### src/rtl/mul_div_unit.sv
// Iterative RV32M multiply/divide unit: one bit per cycle over WIDTH cycles.
// Divide-by-zero and signed overflow finish on the launch edge.
module mul_div_unit #(
  parameter int WIDTH      = 32,
  parameter int REG_ADDR_W = 5
) (
  input  logic                  clk,
  input  logic                  rst,
  input  logic                  start,
  input  logic [2:0]            funct3,
  input  logic [WIDTH-1:0]      operand_a,
  input  logic [WIDTH-1:0]      operand_b,
  input  logic [REG_ADDR_W-1:0] rd_in,
  output logic                  busy,
  output logic                  done,
  output logic [WIDTH-1:0]      result,
  output logic [REG_ADDR_W-1:0] rd_out,
  output logic                  wenable
);

  localparam int CW = $clog2(WIDTH);
  localparam logic [CW-1:0] LAST_CNT = CW'(WIDTH - 1);
  localparam logic [WIDTH-1:0] MIN_NEG = {1'b1, {(WIDTH-1){1'b0}}};

  typedef enum logic [1:0] {
    S_IDLE = 2'd0,
    S_CALC = 2'd1,
    S_DONE = 2'd2
  } state_t;

  state_t                  state_q, state_d;
  logic [CW-1:0]           cnt_q, cnt_d;
  logic [2:0]              fn_q, fn_d;
  logic                    sign_a_q, sign_a_d;
  logic                    sign_b_q, sign_b_d;
  logic [WIDTH-1:0]        opnd_q, opnd_d;
  logic [2*WIDTH-1:0]      acc_q, acc_d;
  logic [WIDTH-1:0]        result_q, result_d;
  logic [REG_ADDR_W-1:0]   rd_out_q, rd_out_d;
  logic                    busy_q, busy_d;
  logic                    done_q, done_d;
  logic                    wen_q, wen_d;

  logic                    a_signed_s, b_signed_s;
  logic                    a_neg_s, b_neg_s;
  logic [WIDTH-1:0]        a_abs_s, b_abs_s;
  logic                    div_zero_s, div_ovf_s;
  logic [WIDTH:0]          mul_sum_s;
  logic [2*WIDTH-1:0]      mul_next_s;
  logic [WIDTH:0]          rem_shift_s;
  logic                    div_fits_s;
  logic [WIDTH-1:0]        div_diff_s;
  logic [2*WIDTH-1:0]      div_next_s;
  logic [2*WIDTH-1:0]      acc_step_s;
  logic [2*WIDTH-1:0]      prod_s;
  logic [WIDTH-1:0]        quo_s, rem_s;
  logic [WIDTH-1:0]        final_s;

  // Operand decode and magnitude extraction for a launch request
  always_comb begin
    a_signed_s = (funct3 == 3'b000) || (funct3 == 3'b001) || (funct3 == 3'b010) ||
                 (funct3 == 3'b100) || (funct3 == 3'b110);
    b_signed_s = (funct3 == 3'b000) || (funct3 == 3'b001) ||
                 (funct3 == 3'b100) || (funct3 == 3'b110);
    a_neg_s    = a_signed_s & operand_a[WIDTH-1];
    b_neg_s    = b_signed_s & operand_b[WIDTH-1];
    a_abs_s    = a_neg_s ? (~operand_a + {{(WIDTH-1){1'b0}}, 1'b1}) : operand_a;
    b_abs_s    = b_neg_s ? (~operand_b + {{(WIDTH-1){1'b0}}, 1'b1}) : operand_b;
    div_zero_s = funct3[2] && (operand_b == {WIDTH{1'b0}});
    div_ovf_s  = funct3[2] && !funct3[0] && (operand_a == MIN_NEG) &&
                 (operand_b == {WIDTH{1'b1}});
  end

  // One iteration of shift-add multiply or restoring divide; acc holds {hi, lo}
  always_comb begin
    mul_sum_s   = {1'b0, acc_q[2*WIDTH-1:WIDTH]} +
                  (acc_q[0] ? {1'b0, opnd_q} : {(WIDTH+1){1'b0}});
    mul_next_s  = {mul_sum_s, acc_q[WIDTH-1:1]};
    rem_shift_s = acc_q[2*WIDTH-1:WIDTH-1];
    div_fits_s  = (rem_shift_s >= {1'b0, opnd_q});
    div_diff_s  = rem_shift_s[WIDTH-1:0] - opnd_q;
    if (div_fits_s) begin
      div_next_s = {div_diff_s, acc_q[WIDTH-2:0], 1'b1};
    end else begin
      div_next_s = {acc_q[2*WIDTH-2:0], 1'b0};
    end
    acc_step_s  = fn_q[2] ? div_next_s : mul_next_s;
    prod_s      = (sign_a_q ^ sign_b_q) ? (~acc_step_s + {{(2*WIDTH-1){1'b0}}, 1'b1})
                                        : acc_step_s;
    quo_s       = (sign_a_q ^ sign_b_q)
                  ? (~acc_step_s[WIDTH-1:0] + {{(WIDTH-1){1'b0}}, 1'b1})
                  : acc_step_s[WIDTH-1:0];
    rem_s       = sign_a_q
                  ? (~acc_step_s[2*WIDTH-1:WIDTH] + {{(WIDTH-1){1'b0}}, 1'b1})
                  : acc_step_s[2*WIDTH-1:WIDTH];
    case (fn_q)
      3'b000:                 final_s = prod_s[WIDTH-1:0];
      3'b001, 3'b010, 3'b011: final_s = prod_s[2*WIDTH-1:WIDTH];
      3'b100, 3'b101:         final_s = quo_s;
      3'b110, 3'b111:         final_s = rem_s;
      default:                final_s = {WIDTH{1'b0}};
    endcase
  end

  // Control FSM next-state and datapath capture
  always_comb begin
    state_d  = state_q;
    cnt_d    = cnt_q;
    fn_d     = fn_q;
    sign_a_d = sign_a_q;
    sign_b_d = sign_b_q;
    opnd_d   = opnd_q;
    acc_d    = acc_q;
    result_d = result_q;
    rd_out_d = rd_out_q;
    busy_d   = 1'b0;
    done_d   = 1'b0;
    wen_d    = 1'b0;
    case (state_q)
      S_IDLE: begin
        if (start) begin
          fn_d     = funct3;
          rd_out_d = rd_in;
          if (div_zero_s || div_ovf_s) begin
            if (div_zero_s) begin
              result_d = funct3[1] ? operand_a : {WIDTH{1'b1}};
            end else begin
              result_d = funct3[1] ? {WIDTH{1'b0}} : MIN_NEG;
            end
            done_d  = 1'b1;
            wen_d   = (rd_in != {REG_ADDR_W{1'b0}});
            state_d = S_DONE;
          end else begin
            sign_a_d = a_neg_s;
            sign_b_d = b_neg_s;
            // multiplier or dividend sits in the low half; the other operand is held aside
            opnd_d   = funct3[2] ? b_abs_s : a_abs_s;
            acc_d    = {{WIDTH{1'b0}}, (funct3[2] ? a_abs_s : b_abs_s)};
            cnt_d    = {CW{1'b0}};
            busy_d   = 1'b1;
            state_d  = S_CALC;
          end
        end else begin
          state_d = S_IDLE;
        end
      end
      S_CALC: begin
        acc_d = acc_step_s;
        if (cnt_q == LAST_CNT) begin
          result_d = final_s;
          done_d   = 1'b1;
          wen_d    = (rd_out_q != {REG_ADDR_W{1'b0}});
          state_d  = S_DONE;
        end else begin
          cnt_d  = cnt_q + {{(CW-1){1'b0}}, 1'b1};
          busy_d = 1'b1;
        end
      end
      S_DONE:  state_d = S_IDLE;
      default: state_d = S_IDLE;
    endcase
  end

  // State and output registers with synchronous reset
  always_ff @(posedge clk) begin
    if (rst) begin
      state_q  <= S_IDLE;
      cnt_q    <= {CW{1'b0}};
      fn_q     <= 3'b000;
      sign_a_q <= 1'b0;
      sign_b_q <= 1'b0;
      opnd_q   <= {WIDTH{1'b0}};
      acc_q    <= {(2*WIDTH){1'b0}};
      result_q <= {WIDTH{1'b0}};
      rd_out_q <= {REG_ADDR_W{1'b0}};
      busy_q   <= 1'b0;
      done_q   <= 1'b0;
      wen_q    <= 1'b0;
    end else begin
      state_q  <= state_d;
      cnt_q    <= cnt_d;
      fn_q     <= fn_d;
      sign_a_q <= sign_a_d;
      sign_b_q <= sign_b_d;
      opnd_q   <= opnd_d;
      acc_q    <= acc_d;
      result_q <= result_d;
      rd_out_q <= rd_out_d;
      busy_q   <= busy_d;
      done_q   <= done_d;
      wen_q    <= wen_d;
    end
  end

  assign busy    = busy_q;
  assign done    = done_q;
  assign result  = result_q;
  assign rd_out  = rd_out_q;
  assign wenable = wen_q;

endmodule

### config.mk
export PLATFORM = sky130hd
export DESIGN_NAME = mul_div_unit
export DESIGN_NICKNAME = d
export VERILOG_FILES = /design/src/rtl/mul_div_unit.sv
export SDC_FILE = /design/constraint.sdc
export NUM_CORES = 1
export LEC_CHECK = 0
export CAP_MARGIN = 30
export CORE_MARGIN = 3
export CORE_UTILIZATION = 35
export DETAILED_ROUTE_END_ITERATION = 10
export PLACE_DENSITY = 0.5
export RECOVER_POWER = 100
export SLEW_MARGIN = 25
export SYNTH_ARGS = -nofsm -noshare
export SYNTH_HDL_FRONTEND = slang
export SYNTH_SLANG_ARGS = --single-unit
### constraint.sdc
create_clock -name clk -period 9.9 [get_ports clk]
set_input_delay 2.97 -clock clk [delete_from_list [all_inputs] [get_ports clk]]
set_output_delay 2.97 -clock clk [all_outputs]
set_load 0.03 [all_outputs]
==> summary.txt <==
die height: 222 um
Final min period: 8.07 ns
critical path launch point: operand_b[0]
final setup fails: 0
H-tree depth: 4
GPL Wtd Cong: 0.977
Core Box Area: 0.0459 mm^2
final worst path period share: 0.815
Synth Instances: 2355
outcome: complete, but fails checks
CTS resizes: 0
CTS tree: done
Reg2Reg Launch Point: opnd_q[30]
Arrival @ worst endpoint: 8.47 ns
Crit path required time: 10.30 ns
FFs w/ async S/R, synth: 0
first-pass GRT wire length: 112000 um
vias in the first global route: 17400
Critical Path End: cnt_q[1]
initial antenna violation count: 1
placed cell area: 0.0180 mm^2
Synth cell types: 95
Ports: 115
Pre-antenna DRT Iters: 8
Total Power: 2.27 mW
Final Util: 0.405
synth-to-layout area growth: 13.2%
worst-case clock buffer depth: 2
commonest cells after routing, fill and taps aside: nand2_1 (255), nor2_1 (247), a21oi_1 (214)
failing checks: capacitance limit, slew limit
most common library cell in the layout ignoring fill and taps: nand2_1
drt wl/cell: 25.4 um
RSZ-0062 raised after global routing: false
final net count: 2522
Worst Reg-to-Reg Cells: 18
Placement Setup Slack: 2.19 ns
clock-pin slew on the worst setup and hold paths: 0.07 ns
Core Rows: 78
startpoint type of the worst setup path: input pin
post-CTS setup buffer count: 0
final worst setup slack: 1.83 ns
total leakage power: 6.89 nW
worst vdd ir: 0.000123 V
reg2reg end: result[30]
syn_nets: 2503
fmax: 0.124 GHz
vias per cell: 6.20
Hold Crit Class: flop to flop
sequential-to-total area share from yosys stat: 0.181
mean post-synth cell area: 6.96 um^2
Fin. Hold Viols: 0
Worst Skew: 0.0114 ns
Die Width: 222 um
Yosys Warn Count: 0
register area: 0.00297 mm^2
Final Max Tran Viols: 70
Root Buffer: clkbuf_16
Final Instance Area: 0.0186 mm^2
worst skew pair latency: 0.47 ns
post-route antenna net violation count: 0
Post-CTS Hold Buffers: 0
PortBufs: 114
Initial Util: 0.357
clock sink count: 148
GRT Util Overall: 0.296
layout cells sized above 1: 0.0532
fillcell total: 4928
flop-to-flop setup slack: 3.43 ns
die footprint: 0.0495 mm^2
worst-margin pin slew: 1.74 ns
register bit total from synthesis: 148
CP Capture Type: flop
Overflow after GRT: 0
number of synthesized flops with an enable pin: 0
Cell Pwr Density: 122 mW/mm^2
via count: 18500
largest net degree at the start of global routing: 88
relative slew slack: -0.160
Post-synth top flop: dfxtp_1
number of max-cap violations: 1
# DRC: 0
worst-path fanout max: 69
First DRT Iteration DRCs: 1795
Final HPWL DP: 60200 um
cts bufs inserted: 17
Mapped Area: 0.0164 mm^2
total wire length: 75800 um
Setup TNS Final: 0 ns
Multi-input gate area: 0.0126 mm^2
Setup Crit Path Kind: input pin to flop
-- metal layers --
layer  up-vias  global-route usage  share of wire  routed length, um
met3       176              0.0445          0.064               4870
li1       8727                   -              -                  -
met5         -                   0              0                  0
met4         0               0.141          0.054               4120
met2       737               0.479           0.45              34300
met1      8889               0.386           0.43              32500
-- power breakdown --
group          total, mW  switching [mW]  internal [mW]
registers          0.681          0.0548          0.626
logic              0.892           0.594          0.297
clock network      0.698           0.311          0.387
-- cell type report --
type | instances | area share
Tap cell | 600 | 0.0405
Inverter | 76 | 0.0154
Clock buffer | 22 | 0.0250
Antenna cell | 1 | 0.000135
Multi-Input combinational cell | 1986 | 0.680
Timing Repair Buffer | 145 | 0.0728
Sequential cell | 148 | 0.160
Clock inverter | 10 | 0.00661
-- Yosys cell counts, types with 6 or more instances --
library cell | n | area share
a2111oi_0 | 9 | 0.0048
a211oi_1 | 112 | 0.051
a21boi_0 | 6 | 0.0027
a21o_1 | 17 | 0.0078
a21oi_1 | 214 | 0.065
a221oi_1 | 9 | 0.0048
a311oi_1 | 11 | 0.0059
a31oi_1 | 39 | 0.015
and2_1 | 50 | 0.019
and3_1 | 20 | 0.0076
buf_1 | 14 | 0.0032
buf_2 | 12 | 0.0037
clkbuf_1 | 116 | 0.027
dfxtp_1 | 148 | 0.18
ha_1 | 71 | 0.054
inv_1 | 74 | 0.017
mux2_2 | 11 | 0.0076
mux2i_1 | 62 | 0.038
nand2_1 | 255 | 0.058
nand2b_1 | 26 | 0.0099
nand3_1 | 58 | 0.018
nand3b_1 | 6 | 0.0027
nand4_1 | 24 | 0.0092
nor2_1 | 248 | 0.057
nor2b_1 | 15 | 0.0057
nor3_1 | 78 | 0.024
nor3b_1 | 10 | 0.0046
nor4_1 | 17 | 0.0065
o211ai_1 | 48 | 0.022
o21a_1 | 17 | 0.0078
o21ai_0 | 151 | 0.046
o21ai_1 | 6 | 0.0018
o21bai_1 | 11 | 0.0050
o221ai_1 | 8 | 0.0043
o22ai_1 | 13 | 0.0050
o31ai_1 | 29 | 0.013
o41ai_1 | 12 | 0.0064
or2_2 | 14 | 0.0053
or3_1 | 29 | 0.011
or4_1 | 10 | 0.0046
xnor2_1 | 92 | 0.049
xor2_1 | 71 | 0.038
-- worst max-delay path: stages --
cell           delay [ns]
dlygate4sd3_1        0.61
inv_1                0.08
ha_1                 0.17
nand2b_1             0.09
nor4b_1              0.61
nor4b_1              0.33
clkbuf_1             0.28
nand3b_1             0.17
nor3_1               0.74
a31oi_1              0.14
nand3b_1             0.17
clkbuf_2             1.26
nor2_2              -0.01
buf_4                0.32
nor2_1               0.28
a22oi_1              0.10
nor2_1               0.10
-- state kept, by name, summed over array words and instances, names as in the netlist --
name and flops:
busy 1, wenable 1, cnt_q 5, acc_q 64
result 32, rd_out 5, fn_q 3, sign_a_q 1
opnd_q 32, done 1, state_q 2, sign_b_q 1
-- stage by stage --
stage	cells	hold slack, ns
CTS	2987	0.487
global placement	2953	0.467
detailed placement	2955	0.471
finish	2988	0.483
floorplan	2355	0.439
global route	2987	0.524
-- cells by family after synthesis --
kind of cell / after synthesis / share of synthesized area
muxes: 74 / 0.0461
and+or+nand+nor: 886 / 0.258
DFF: 148 / 0.181
buffers and inverters: 221 / 0.0525
AOI/OAI and AO/OA: 790 / 0.319
adders and majority gates: 73 / 0.0566
xor gates and xnor gates: 163 / 0.0871
-- worst min-delay path by stage --
stage | start | endpoint | slack (ns) | cells after the start
after floorplan | cnt_q[3] | cnt_q[3] | 0.44 | 1
after global placement | cnt_q[3] | cnt_q[3] | 0.47 | 1
after detailed placement | cnt_q[3] | cnt_q[3] | 0.47 | 1
after CTS | cnt_q[3] | cnt_q[3] | 0.49 | 1
after global routing | result[3] | result[3] | 0.52 | 2
final | cnt_q[3] | cnt_q[3] | 0.48 | 1
No activity file was read; power rests on OpenSTA's default activity.
